===== config.mk =====
export PLATFORM = sky130hd
export DESIGN_NAME = bus_matrix_err_responder
export DESIGN_NICKNAME = d
export VERILOG_FILES = /design/src/rtl/bus_matrix_pkg.sv /design/src/rtl/bus_matrix_err_responder.sv
export SDC_FILE = /design/constraint.sdc
export NUM_CORES = 1
export LEC_CHECK = 0
export ABC_AREA = 1
export ABC_CLOCK_PERIOD_IN_PS = 1700
export CAP_MARGIN = 20
export CORE_MARGIN = 2
export CORE_UTILIZATION = 38
export CTS_BUF_LIST = sky130_fd_sc_hd__clkbuf_16
export CTS_CLUSTER_DIAMETER = 150
export DETAILED_ROUTE_END_ITERATION = 8
export PLACE_DENSITY_LB_ADDON = 0.25
export REMOVE_ABC_BUFFERS = 1
export SLEW_MARGIN = 5
export SYNTH_ARGS = -nofsm -noshare
export SYNTH_HDL_FRONTEND = slang
export SYNTH_SLANG_ARGS = --single-unit

===== constraint.sdc =====
create_clock -name clk_i -period 1.7 [get_ports clk_i]
set_input_delay 0.255 -clock clk_i [delete_from_list [all_inputs] [get_ports clk_i]]
set_output_delay 0.255 -clock clk_i [all_outputs]
set_load 0.01 [all_outputs]

===== src/rtl/bus_matrix_pkg.sv =====
// Shared AXI response codes and error-responder FSM state types for the bus matrix.
package bus_matrix_pkg;

  localparam logic [1:0] AXI_RESP_OKAY   = 2'b00;
  localparam logic [1:0] AXI_RESP_SLVERR = 2'b10;
  localparam logic [1:0] AXI_RESP_DECERR = 2'b11;

  typedef enum logic [1:0] {
    W_IDLE = 2'd0,
    W_DATA = 2'd1,
    W_RESP = 2'd2
  } err_wr_state_t;

  typedef enum logic {
    R_IDLE = 1'b0,
    R_DATA = 1'b1
  } err_rd_state_t;

  // Security violations report SLVERR; plain decode misses report DECERR.
  function automatic logic [1:0] err_resp(input logic sec_err);
    return sec_err ? AXI_RESP_SLVERR : AXI_RESP_DECERR;
  endfunction

endpackage


===== src/rtl/bus_matrix_err_responder.sv =====
// AXI error slave terminating decode-miss and security-violation transactions with SLVERR/DECERR.
// Optional first-error capture and error counting is enabled by defining BUS_MATRIX_ERR_LOG_EN.
module bus_matrix_err_responder
  import bus_matrix_pkg::*;
#(
  parameter int ID_WIDTH   = 4,
  parameter int DATA_WIDTH = 32,
  parameter int ADDR_WIDTH = 32
) (
  input  logic                  clk_i,
  input  logic                  rst_i,
`ifdef BUS_MATRIX_ERR_LOG_EN
  input  logic [ADDR_WIDTH-1:0] aw_addr_i,
  input  logic [ADDR_WIDTH-1:0] ar_addr_i,
  input  logic                  err_clear_i,
  output logic                  err_valid_o,
  output logic [ADDR_WIDTH-1:0] err_addr_o,
  output logic                  err_is_write_o,
  output logic                  err_is_sec_o,
  output logic [15:0]           err_count_o,
`endif
  input  logic                  aw_valid_i,
  output logic                  aw_ready_o,
  input  logic [ID_WIDTH-1:0]   aw_id_i,
  input  logic                  aw_sec_err_i,
  input  logic                  w_valid_i,
  output logic                  w_ready_o,
  input  logic                  w_last_i,
  output logic                  b_valid_o,
  input  logic                  b_ready_i,
  output logic [ID_WIDTH-1:0]   b_id_o,
  output logic [1:0]            b_resp_o,
  input  logic                  ar_valid_i,
  output logic                  ar_ready_o,
  input  logic [ID_WIDTH-1:0]   ar_id_i,
  input  logic [7:0]            ar_len_i,
  input  logic                  ar_sec_err_i,
  output logic                  r_valid_o,
  input  logic                  r_ready_i,
  output logic [ID_WIDTH-1:0]   r_id_o,
  output logic [DATA_WIDTH-1:0] r_data_o,
  output logic [1:0]            r_resp_o,
  output logic                  r_last_o
);

  if (ADDR_WIDTH < 1) begin : g_addr_width_check
    $error("ADDR_WIDTH must be at least 1");
  end

  err_wr_state_t         wr_state_q, wr_state_d;
  logic [ID_WIDTH-1:0]   b_id_q, b_id_d;
  logic [1:0]            b_resp_q, b_resp_d;

  err_rd_state_t         rd_state_q, rd_state_d;
  logic [ID_WIDTH-1:0]   r_id_q, r_id_d;
  logic [1:0]            r_resp_q, r_resp_d;
  logic [7:0]            rd_cnt_q, rd_cnt_d;

  always_ff @(posedge clk_i) begin
    if (rst_i) begin
      wr_state_q <= W_IDLE;
      b_id_q     <= '0;
      b_resp_q   <= AXI_RESP_OKAY;
      rd_state_q <= R_IDLE;
      r_id_q     <= '0;
      r_resp_q   <= AXI_RESP_OKAY;
      rd_cnt_q   <= '0;
    end else begin
      wr_state_q <= wr_state_d;
      b_id_q     <= b_id_d;
      b_resp_q   <= b_resp_d;
      rd_state_q <= rd_state_d;
      r_id_q     <= r_id_d;
      r_resp_q   <= r_resp_d;
      rd_cnt_q   <= rd_cnt_d;
    end
  end

  // Write side: accept AW, swallow W beats until last, then hold B until taken.
  always_comb begin
    wr_state_d = wr_state_q;
    b_id_d     = b_id_q;
    b_resp_d   = b_resp_q;
    aw_ready_o = 1'b0;
    w_ready_o  = 1'b0;
    b_valid_o  = 1'b0;
    unique case (wr_state_q)
      W_IDLE: begin
        aw_ready_o = 1'b1;
        if (aw_valid_i) begin
          b_id_d     = aw_id_i;
          b_resp_d   = err_resp(aw_sec_err_i);
          wr_state_d = W_DATA;
        end
      end
      W_DATA: begin
        w_ready_o = 1'b1;
        if (w_valid_i && w_last_i) begin
          wr_state_d = W_RESP;
        end
      end
      W_RESP: begin
        b_valid_o = 1'b1;
        if (b_ready_i) begin
          wr_state_d = W_IDLE;
        end
      end
      default: wr_state_d = W_IDLE;
    endcase
  end

  assign b_id_o   = b_id_q;
  assign b_resp_o = b_resp_q;

  // Read side: counter holds remaining beats minus one, so zero marks the last beat.
  always_comb begin
    rd_state_d = rd_state_q;
    r_id_d     = r_id_q;
    r_resp_d   = r_resp_q;
    rd_cnt_d   = rd_cnt_q;
    ar_ready_o = 1'b0;
    r_valid_o  = 1'b0;
    r_last_o   = 1'b0;
    unique case (rd_state_q)
      R_IDLE: begin
        ar_ready_o = 1'b1;
        if (ar_valid_i) begin
          r_id_d     = ar_id_i;
          r_resp_d   = err_resp(ar_sec_err_i);
          rd_cnt_d   = ar_len_i;
          rd_state_d = R_DATA;
        end
      end
      R_DATA: begin
        r_valid_o = 1'b1;
        r_last_o  = (rd_cnt_q == 8'd0);
        if (r_ready_i) begin
          if (rd_cnt_q == 8'd0) begin
            rd_state_d = R_IDLE;
          end else begin
            rd_cnt_d = rd_cnt_q - 8'd1;
          end
        end
      end
      default: rd_state_d = R_IDLE;
    endcase
  end

  assign r_id_o   = r_id_q;
  assign r_resp_o = r_resp_q;
  assign r_data_o = '0;

`ifdef BUS_MATRIX_ERR_LOG_EN
  logic                  aw_hs, ar_hs;
  logic                  err_valid_q, err_valid_d;
  logic [ADDR_WIDTH-1:0] err_addr_q, err_addr_d;
  logic                  err_is_write_q, err_is_write_d;
  logic                  err_is_sec_q, err_is_sec_d;
  logic [15:0]           err_count_q, err_count_d;
  logic [15:0]           count_base;
  logic [16:0]           count_sum;

  assign aw_hs = aw_valid_i && aw_ready_o;
  assign ar_hs = ar_valid_i && ar_ready_o;

  // Clear is applied first so a handshake in the clear cycle is still logged.
  always_comb begin
    err_valid_d    = err_clear_i ? 1'b0 : err_valid_q;
    err_addr_d     = err_clear_i ? '0 : err_addr_q;
    err_is_write_d = err_clear_i ? 1'b0 : err_is_write_q;
    err_is_sec_d   = err_clear_i ? 1'b0 : err_is_sec_q;
    count_base     = err_clear_i ? 16'd0 : err_count_q;
    if (!err_valid_d) begin
      if (aw_hs) begin
        err_valid_d    = 1'b1;
        err_addr_d     = aw_addr_i;
        err_is_write_d = 1'b1;
        err_is_sec_d   = aw_sec_err_i;
      end else if (ar_hs) begin
        err_valid_d    = 1'b1;
        err_addr_d     = ar_addr_i;
        err_is_write_d = 1'b0;
        err_is_sec_d   = ar_sec_err_i;
      end
    end
    count_sum   = {1'b0, count_base} + 17'(aw_hs) + 17'(ar_hs);
    err_count_d = count_sum[16] ? 16'hFFFF : count_sum[15:0];
  end

  always_ff @(posedge clk_i) begin
    if (rst_i) begin
      err_valid_q    <= 1'b0;
      err_addr_q     <= '0;
      err_is_write_q <= 1'b0;
      err_is_sec_q   <= 1'b0;
      err_count_q    <= '0;
    end else begin
      err_valid_q    <= err_valid_d;
      err_addr_q     <= err_addr_d;
      err_is_write_q <= err_is_write_d;
      err_is_sec_q   <= err_is_sec_d;
      err_count_q    <= err_count_d;
    end
  end

  assign err_valid_o    = err_valid_q;
  assign err_addr_o     = err_addr_q;
  assign err_is_write_o = err_is_write_q;
  assign err_is_sec_o   = err_is_sec_q;
  assign err_count_o    = err_count_q;
`endif

endmodule


======== Word-level counts from Yosys, hierarchy flattened ========
Index checks and enable logic that the tools add are counted.
cells by class
  $add $sub $neg .......................... 1
  $mul .................................... 0
  divide/modulo/power cells ............... 0
  magnitude comparators ................... 0
  equal/unequal tests ..................... 8
  shifts and indexed selects .............. 0
  muxes and demuxes ....................... 20
  bitwise operators ....................... 1
  reduce and logical (&&, ||, !) cells .... 7
operators with widths
  kind                                                                   number
  8-bit 2-to-1 mux                                                       3
  8-bit one-hot mux with 2 select lines                                  1
  2-bit inequality test, second input constant                           6
  1-bit 2-to-1 mux                                                       11
  8-bit zero test                                                        1
  8-bit by 1-bit subtractor with 8-bit output, second input constant     1
  2-bit 2-to-1 mux                                                       3
  2-bit one-hot mux with 3 select lines                                  1
  3-bit AND reduction                                                    2
  2-bit AND reduction                                                    2
  2-bit by 1-bit equality test with 1-bit output, second input constant  1
  2-bit equality test, second input constant                             1
  2-bit zero test                                                        1
  1-bit one-hot mux with 2 select lines                                  1
  1-bit logical AND                                                      1
  1-bit inverter                                                         1
word-level totals
  register bits ........................... 23
  bits in latches ......................... 0
  bits in writable memories ............... 0
  bits in read-only memories .............. 0
  input port bits ......................... 26
  output and inout bits ................... 50
  memories ................................ 0

======== Longest topological paths before layout ========
Gate-level depths: netlist of the first run.
  word-level depth ........................ 4
  gate-level depth with buffers ........... 8
  gate-level depth less buffers ........... 8

======== Worst setup path before layout of the first run ========
Ideal clock, no wire load.
  kind .................................... register to output
  start point ............................. register rd_cnt_q[0]
  end point ............................... output port r_last_o
  arrival ................................. 1.109 ns
  data required time ...................... 1.445 ns
  slack ................................... 0.336 ns
  cell stages (with the launch flop) ...... 6
  buffers on the path ..................... 0
  cells stage by stage .................... dfxtp_1 -> inv_1 -> ha_1 -> nand3_1 -> or2_2 -> nor2_1
on the way
  cells in the longest elaborated chain, start to end .. 2
RTL lines
  item                      RTL line                         text
  start: declaration        bus_matrix_err_responder.sv:57   logic [7:0] rd_cnt_q, rd_cnt_d;
  start signal: assignment  bus_matrix_err_responder.sv:75   rd_cnt_q <= rd_cnt_d;
  8-bit zero test           bus_matrix_err_responder.sv:136  r_last_o = (rd_cnt_q == 8'd0);
  1-bit 2-to-1 mux          bus_matrix_err_responder.sv:124  unique case (rd_state_q)
  end: declaration          bus_matrix_err_responder.sv:43   output logic r_last_o
Every way passes these cells.

======== Final worst setup path of the first run ========
  start point ............................. register rd_state_q
  end point ............................... output port r_valid_o
on the way
  cells in the longest elaborated chain, start to end .. 1
RTL lines
  item                      RTL line                         text
  start: declaration        bus_matrix_err_responder.sv:54   err_rd_state_t rd_state_q, rd_state_d;
  start signal: assignment  bus_matrix_err_responder.sv:72   rd_state_q <= rd_state_d;
  1-bit 2-to-1 mux          bus_matrix_err_responder.sv:124
  end: declaration          bus_matrix_err_responder.sv:38   output logic r_valid_o,
Every way passes these cells.

==> flow_summary.json, run 1 <==
{
  "critical-path-slowest-cell": "sky130_fd_sc_hd__clkdlybuf4s50_1",
  "starting_drt_drc_count": 26,
  "placedInstanceArea_mm2": 0.00182,
  "r2r.worst_path.cells": 9,
  "clockRootBuffer": "sky130_fd_sc_hd__clkbuf_16",
  "drc": 0,
  "final_cycle_share_pct": 95.3,
  "port_buffers": 43,
  "final_ant_viol_nets": 0,
  "synth_top_area_cell": "sky130_fd_sc_hd__dfxtp_1",
  "via_per_inst": 4.20,
  "die_width_um": 64.0,
  "worst_setup_hold_path_clk_slew_ns": 0.06,
  "fin_total_pwr_mw": 1.65,
  "area_delta_synth_final_pct": 39.2,
  "run_status": "completed",
  "final_layout_size_suffix_gt1_share_pct": 14.1,
  "tritoncts.num_buffers": 3,
  "r2r_setup_slack_ns": 0.29,
  "timing.critical_path.to": "r_valid_o",
  "die-height_um": 64.0,
  "synth_top_area_share_pct": 33.7,
  "timing.final.hold_violations": 0,
  "cts_hold_buffers": 0,
  "yosysWarnings": 0,
  "ys.flop_type": "sky130_fd_sc_hd__dfxtp_1",
  "synthTopCellsByArea": "sky130_fd_sc_hd__dfxtp_1 (34%), sky130_fd_sc_hd__buf_4 (18%), sky130_fd_sc_hd__nor2_1 (8.8%), sky130_fd_sc_hd__nand2_1 (6.3%), sky130_fd_sc_hd__o21ai_0 (5.1%)",
  "detailedPlace.worstSlack_ns": -0.0853,
  "vias": 1238,
  "synth.avg_cell_area_um2": 7.16,
  "htree_num_levels": 1,
  "core_region_area_mm2": 0.00339,
  "worst_ep_required_time_ns": 1.44,
  "critical_path.cell_chain": "buf_4 > clkdlybuf4s50_1",
  "cp_slowest_stage_delay_ns": 0.57,
  "core.rowCount": 21,
  "max-clock-path-buffers": 2,
  "clock_latency_ns": 0.25,
  "cp-start-kind": "register",
  "cts_tree": "done",
  "power.density_mw_per_mm2": 866,
  "max-vdd-ir-drop_uv": 649,
  "final.setup.worst_slack_ns": 0.0794,
  "grt_start_max_net_pins": 14,
  "grt_pass1_wl_mm": 4.80,
  "worstPathArrival_ns": 1.37,
  "routed_wirelength_mm": 2.74,
  "final_design_area_no_fill_mm2": 0.00190,
  "holdCritPathClass": "reg2reg",
  "max_cap_viol_count": 0,
  "power_leakage_nw": 0.911,
  "dp_hpwl_mm": 2.18,
  "worst_setup_path_startpoint": "rd_state_q",
  "seq_area_frac_synth_pct": 33.7,
  "synthesis.instances": 191,
  "grt_use_total_pct": 14.4,
  "netlist_area_mm2": 0.00137,
  "min_period_ns": 1.62,
  "r2r-start": "rd_cnt_q[0]",
  "slew_viol_final": 0,
  "grt_antenna_before_repair": 0,
  "grt.overflow.total": 0,
  "drt-pass1-iter-count": 4,
  "timing.clock.skew_ns": 0.00227,
  "synth_seq_cells": 23,
  "synth-edff-count": 0,
  "number_of_antenna_repair_diodes": 0,
  "endpoint_class_of_the_critical_path": "output pin",
  "boundaryPins": 76,
  "dieArea_mm2": 0.00409,
  "num-nets-final": 278,
  "postSynth.asyncResetShare_pct": 0,
  "initial_core_util_pct": 40.3,
  "unrepaired_setup_endpoints_after_global_routing": "no",
  "critical_path.max_fanout": 10,
  "setup.worst_path.class": "reg2out",
  "via_count_of_the_first_global_routing_pass": 1172,
  "max_clock_freq_mhz": 617,
  "setup_viol": 0,
  "synth.distinct_cells": 24,
  "routabilityCongestion": 0.742,
  "wire_per_inst_um": 9.30,
  "rr_endpoint": "rd_cnt_q[3]",
  "synth.cells.most_frequent": "sky130_fd_sc_hd__buf_4 (32), sky130_fd_sc_hd__nor2_1 (32), sky130_fd_sc_hd__dfxtp_1 (23), sky130_fd_sc_hd__nand2_1 (23), sky130_fd_sc_hd__inv_1 (16)",
  "fin_setup_tns_ns": 0,
  "cts.sink_count": 23
}
[cells in the final DEF (no fill, tap or decap), types with 3 or more instances in the layout]
cell type and count:
sky130_fd_sc_hd__nand3_1 13, sky130_fd_sc_hd__clkbuf_16 3, sky130_fd_sc_hd__clkdlybuf4s50_1 41, sky130_fd_sc_hd__a21oi_1 11, sky130_fd_sc_hd__dfxtp_1 23, sky130_fd_sc_hd__buf_4 16, sky130_fd_sc_hd__o21ai_0 14, sky130_fd_sc_hd__or2_2 3
sky130_fd_sc_hd__inv_1 15, sky130_fd_sc_hd__conb_1 32, sky130_fd_sc_hd__nand2_1 23, sky130_fd_sc_hd__nor2_1 31
[repair_timing]
item / CTS / global route
gates cloned: 0 / 0
gates resized for setup: 4 / 4
pin swaps: 0 / 0
buffers inserted: 0 / 0
endpoints found under the setup margin: 1 / 2
[stage by stage]
step	util, %	hold slack [ns]	std cells
after detailed placement	53.7	0.463	291
after floorplan	-	0.324	186
after global routing	56.2	0.523	295
after global placement	53.7	0.448	291
after CTS	56.0	0.477	295
final	56.2	0.472	295
[sequential cells by signal, summed over array words and instances, names as in the netlist]
signal and flops:
r_resp_o 2, rd_cnt_q 8, rd_state_q 1, wr_state_q 2, b_id_o 4, b_resp_o 2, r_id_o 4
[layer usage]
layer	up-vias	track usage, %	part of all wire [%]
met4	0	2.45	0
met1	527	17.4	46
met2	53	25.8	44
li1	658	-	-
met5	-	0	0
met3	0	3.87	9.3
[cells by family (layout without fill, tap and decap cells)]
logic type | after synthesis | count (layout) | synth area share [%]
other cells | 1 | 32 | 0.274
xor+xnor | 2 | 2 | 1.28
buf+inv | 54 | 81 | 24.8
simple gates | 77 | 77 | 25.0
fa+ha+maj | 2 | 2 | 1.83
compound gates | 30 | 30 | 11.7
mux | 2 | 2 | 1.46
flops | 23 | 23 | 33.7
[worst max-delay path: cells and delay by family, from the launching register on]
family	cells	cell delay, ns
buffers and inverters	2	0.78
flip-flops	1	0.34
[cell type report]
cell class / count / area (um^2)
repair buffers: 59 / 548
flip-flops and latches: 23 / 460
clock inverters: 1 / 5.00
multi-input cells: 145 / 689
fillers: 334 / 1490
inverters: 18 / 68.8
clock buffers: 3 / 75.1
well taps: 46 / 57.6
[where the power goes]
group          internal (mW)  switching [mW]  leakage [nW]
logic                  0.267           0.269         0.679
registers              0.592          0.0288         0.190
clock network          0.315           0.176        0.0409
total                   1.17           0.474         0.911
[worst min-delay path by stage]
stage                      startpoint     endpoint  depth (start not counted)
after floorplan                 rst_i  rd_cnt_q[0]                          1
after detailed placement  b_resp_o[1]  b_resp_o[1]                          2
after global routing      r_resp_o[1]  r_resp_o[1]                          2
after global placement    r_resp_o[1]  r_resp_o[1]                          2
after CTS                 b_resp_o[1]  b_resp_o[1]                          2
final                     b_resp_o[1]  b_resp_o[1]                          2
Power figures use the tool's default switching activity.
==> inputs of run 2 (changes only) <==
--- a/config.mk
+++ b/config.mk
@@ -13,6 +13,7 @@
 export CTS_BUF_LIST = sky130_fd_sc_hd__clkbuf_16
 export CTS_CLUSTER_DIAMETER = 150
 export DETAILED_ROUTE_END_ITERATION = 8
+export GPL_ROUTABILITY_DRIVEN = 0
 export PLACE_DENSITY_LB_ADDON = 0.25
 export REMOVE_ABC_BUFFERS = 1
 export SLEW_MARGIN = 5
==> results of run 2 <==
Same layout as run 1: the final DEF is identical, and so are final timing and power.
==> RTL edit: new RTL, config.mk and constraints of run 1 <==
Encoding of `err_wr_state_t`: now one-hot (3 bits for 3 states).
--- a/src/rtl/bus_matrix_pkg.sv
+++ b/src/rtl/bus_matrix_pkg.sv
@@ -7,6 +7,6 @@
 
-  typedef enum logic [1:0] {
-    W_IDLE = 2'd0,
-    W_DATA = 2'd1,
-    W_RESP = 2'd2
+  typedef enum logic [2:0] {
+    W_IDLE = 3'b001,
+    W_DATA = 3'b010,
+    W_RESP = 3'b100
   } err_wr_state_t;
Function: no difference found for any inputs over 10 cycles, from zero or initial values and one cycle with rst_i high; not proved beyond that.
==> RTL edit against run 1 <==
Die area rose by 4.8%; area after synthesis is 5.1% higher; highest routed layer unchanged; setup slack better by 1.4 ps; total power rose by 21%; critical endpoint is now r_last_o; sequential cell count increased by 1; count of clock-buffer cells in the layout unchanged; routed wire length increased by 16%; cell area increased by 5.8%.
==> RTL edit: results (changes against run 1) <==
Logic synthesis:
- The async set-or-reset flop fraction in the synthesized netlist is 0 (unchanged).
- The distinct cell type count of the synthesized netlist is 26 (+8.3%).
- Yosys attributes the largest share of cell area to dfxtp_1, buf_4, nor2_1, o21ai_0, nand2_1.
- By count the netlist is led by nor2_1, buf_4, dfxtp_1, nand2_1, inv_1.
- The number of warnings printed during yosys synthesis is 0 (unchanged).
- The most used flip-flop cell after synthesis is dfxtp_1.
- The sequential area share after synthesis is 0.3342 (-0.002484).

Detailed routing:
- The number of DRC markers after the initial detailed-route iteration is 26 (unchanged).
- The average wire per standard cell is 10.27 microns (+10%).
- The detailed-router iteration count before antenna repair is 4 (unchanged).
- The routed via count divided by cell count came to 4.220 (+0.56%).

Placed design:
- The global placement routability congestion came to 0.7993 (+7.7%).
- The port buffer count is 43 (unchanged).
- The half-perimeter wire length of the detailed placement result was 2378 microns (+8.9%).

Clock network:
- The number of levels the H-tree was split into is 1 (unchanged).
- The maximum clock insertion buffer count is 2 (unchanged).
- The clock buffer count from CTS was 3 (unchanged).
- CTS placed an instance of clkbuf_16 at the clock tree root.
- The total setup buffers inserted after CTS is 0 (unchanged).
- The post-cts resize count is 5 (+1).
- The clock latency on the worst-skew pair came to 250 ps (about the same).
- The post-CTS clock slew at the launch and capture registers of the worst setup and hold paths is 60 ps (about the same).

Min path:
- The worst hold path belongs to the class reg -> reg.
- The startpoint identified for the worst hold timing path is b_resp_o[1]$_SDFFE_PP0P_.

Final layout:
- Ranked by flip-flop count, first place goes to rd_cnt_q.
- The final net count is 290 (+4.3%).
- The fraction of final layout cells sized beyond drive strength 1 came to 0.1571 (+0.01653).
- The number of flip-flops in the largest register was 8 (unchanged).
- The number of fill cells in the layout is 368 (+10%).
- The number of diodes added for antenna fixing is 0 (unchanged).

Global route:
- The number of global-route vias before repair came to 1276 (+8.9%).
- The combined global-route utilization of all metal layers is 0.1558 (+0.01142).
- The met2 track demand over resource in global routing is 0.2730 (+0.01515).
- The global-route met1 utilization is 0.2025 (+0.02844).
- The global-route met3 utilization is 0.02397 (-0.01476).
- The wire length of the first global-routing pass was 5361 microns (+12%).
- The largest net degree at the start of global routing is 17 (+3).
- The initial antenna violation count is 0 (unchanged).

Pwr:
- The reported leakage power came to 0.9709 nW (+6.6%).
- The worst vdd rail ir drop is 0.0006391 V (-1.6%).

Setup path:
- The kind of start point of the critical path is a flip-flop.
- The biggest cell delay along the critical path is 310 ps (-260 ps).
- For the worst setup path, the data arrival time is 1360 ps.
- For this design, the slowest cell found on the critical path is dfxtp_1.
- The startpoint identified for the worst register-to-register timing path is rd_cnt_q[1]$_SDFFE_PP0P_.
- The critical-path maximum fanout is 2 (-8).

Outcome:
- The run finished with clean final reports.

Timing:
- The worst clock skew on the final layout is 2.275 ps (+0.005100 ps).
RTL edit: cell types whose count changed in the layout (fill, tap and decap cells not counted), sizes merged, moves of 2 or more:
cell                  run 1  this run
a21oi                    11         9
clkdlybuf4s50            41        39
inv                      17        22
nor2                     34        39
nor3                      0         2
o21ai                    18        21
RTL edit: cell type report:
cell class / instances / area share
Clock buffer: 3 / 0.03724
Clock inverter: 1 / 0.01490
Inverter: 23 / 0.04531
Multi-Input combinational cell: 152 / 0.3656
Sequential cell: 24 / 0.2384
Tap cell: 48 / 0.02980
Timing Repair Buffer: 58 / 0.2688
RTL edit: stage by stage:
step	total power, mW	setup WS (ps)	cells	utilization	instance area (sq um)
2_1_floorplan	1.037	345.6	199	-	1299
3_3_place_gp	1.334	-73.30	305	0.5195	1902
5_1_grt	2.130	32.12	309	0.5506	2016
6_report	2.001	80.82	309	0.5506	2016
4_1_cts	2.012	22.44	309	0.5465	2001
3_5_place_dp	1.341	-95.79	305	0.5195	1902
RTL edit: per-layer routing:
| metal | vias up | wire [microns] |
|---|---|---|
| met5 | - | 0 |
| met2 | 48 | 1452 |
| met4 | 0 | 0 |
| met3 | 0 | 217 |
| li1 | 688 | - |
| met1 | 568 | 1504 |
RTL edit: worst paths after layout:
| check | endpoint | slack [ps] | depth (start not counted) |
|---|---|---|---|
| setup / recovery | r_last_o | 80 | 6 |
| hold reg to reg | b_resp_o[1]$_SDFFE_PP0P_ | 480 | 2 |
| hold / removal | b_resp_o[1]$_SDFFE_PP0P_ | 480 | 2 |
| setup reg to reg | rd_cnt_q[4]$_SDFFE_PP0P_ | 220 | 9 |
RTL edit: worst max-delay path: cells and delay by family, from the launching register on:
kind	cells	cell delay (ps)
fa+ha+maj	1	170
simple gates	3	430
flops	1	310
buf+inv	2	200
RTL edit: kinds of logic (layout without fill, tap and decap cells):
| group | after synthesis | after routing | share of synthesized area |
|---|---|---|---|
| simple gates | 85 | 85 | 0.2689 |
| buf+inv | 58 | 85 | 0.2411 |
| compound gates | 31 | 31 | 0.1227 |
| flops | 24 | 24 | 0.3342 |
| fa+ha+maj | 2 | 2 | 0.01740 |
| other cells | 1 | 32 | 0.002608 |
| xor+xnor | 1 | 1 | 0.006093 |
| mux | 1 | 1 | 0.006963 |
RTL edit: report_power, final:
part           switching [mW]  total (mW)  internal (mW)
clock network           0.200       0.668          0.468
registers              0.0411       0.678          0.637
logic                   0.344       0.655          0.311
total                   0.585        2.00           1.42
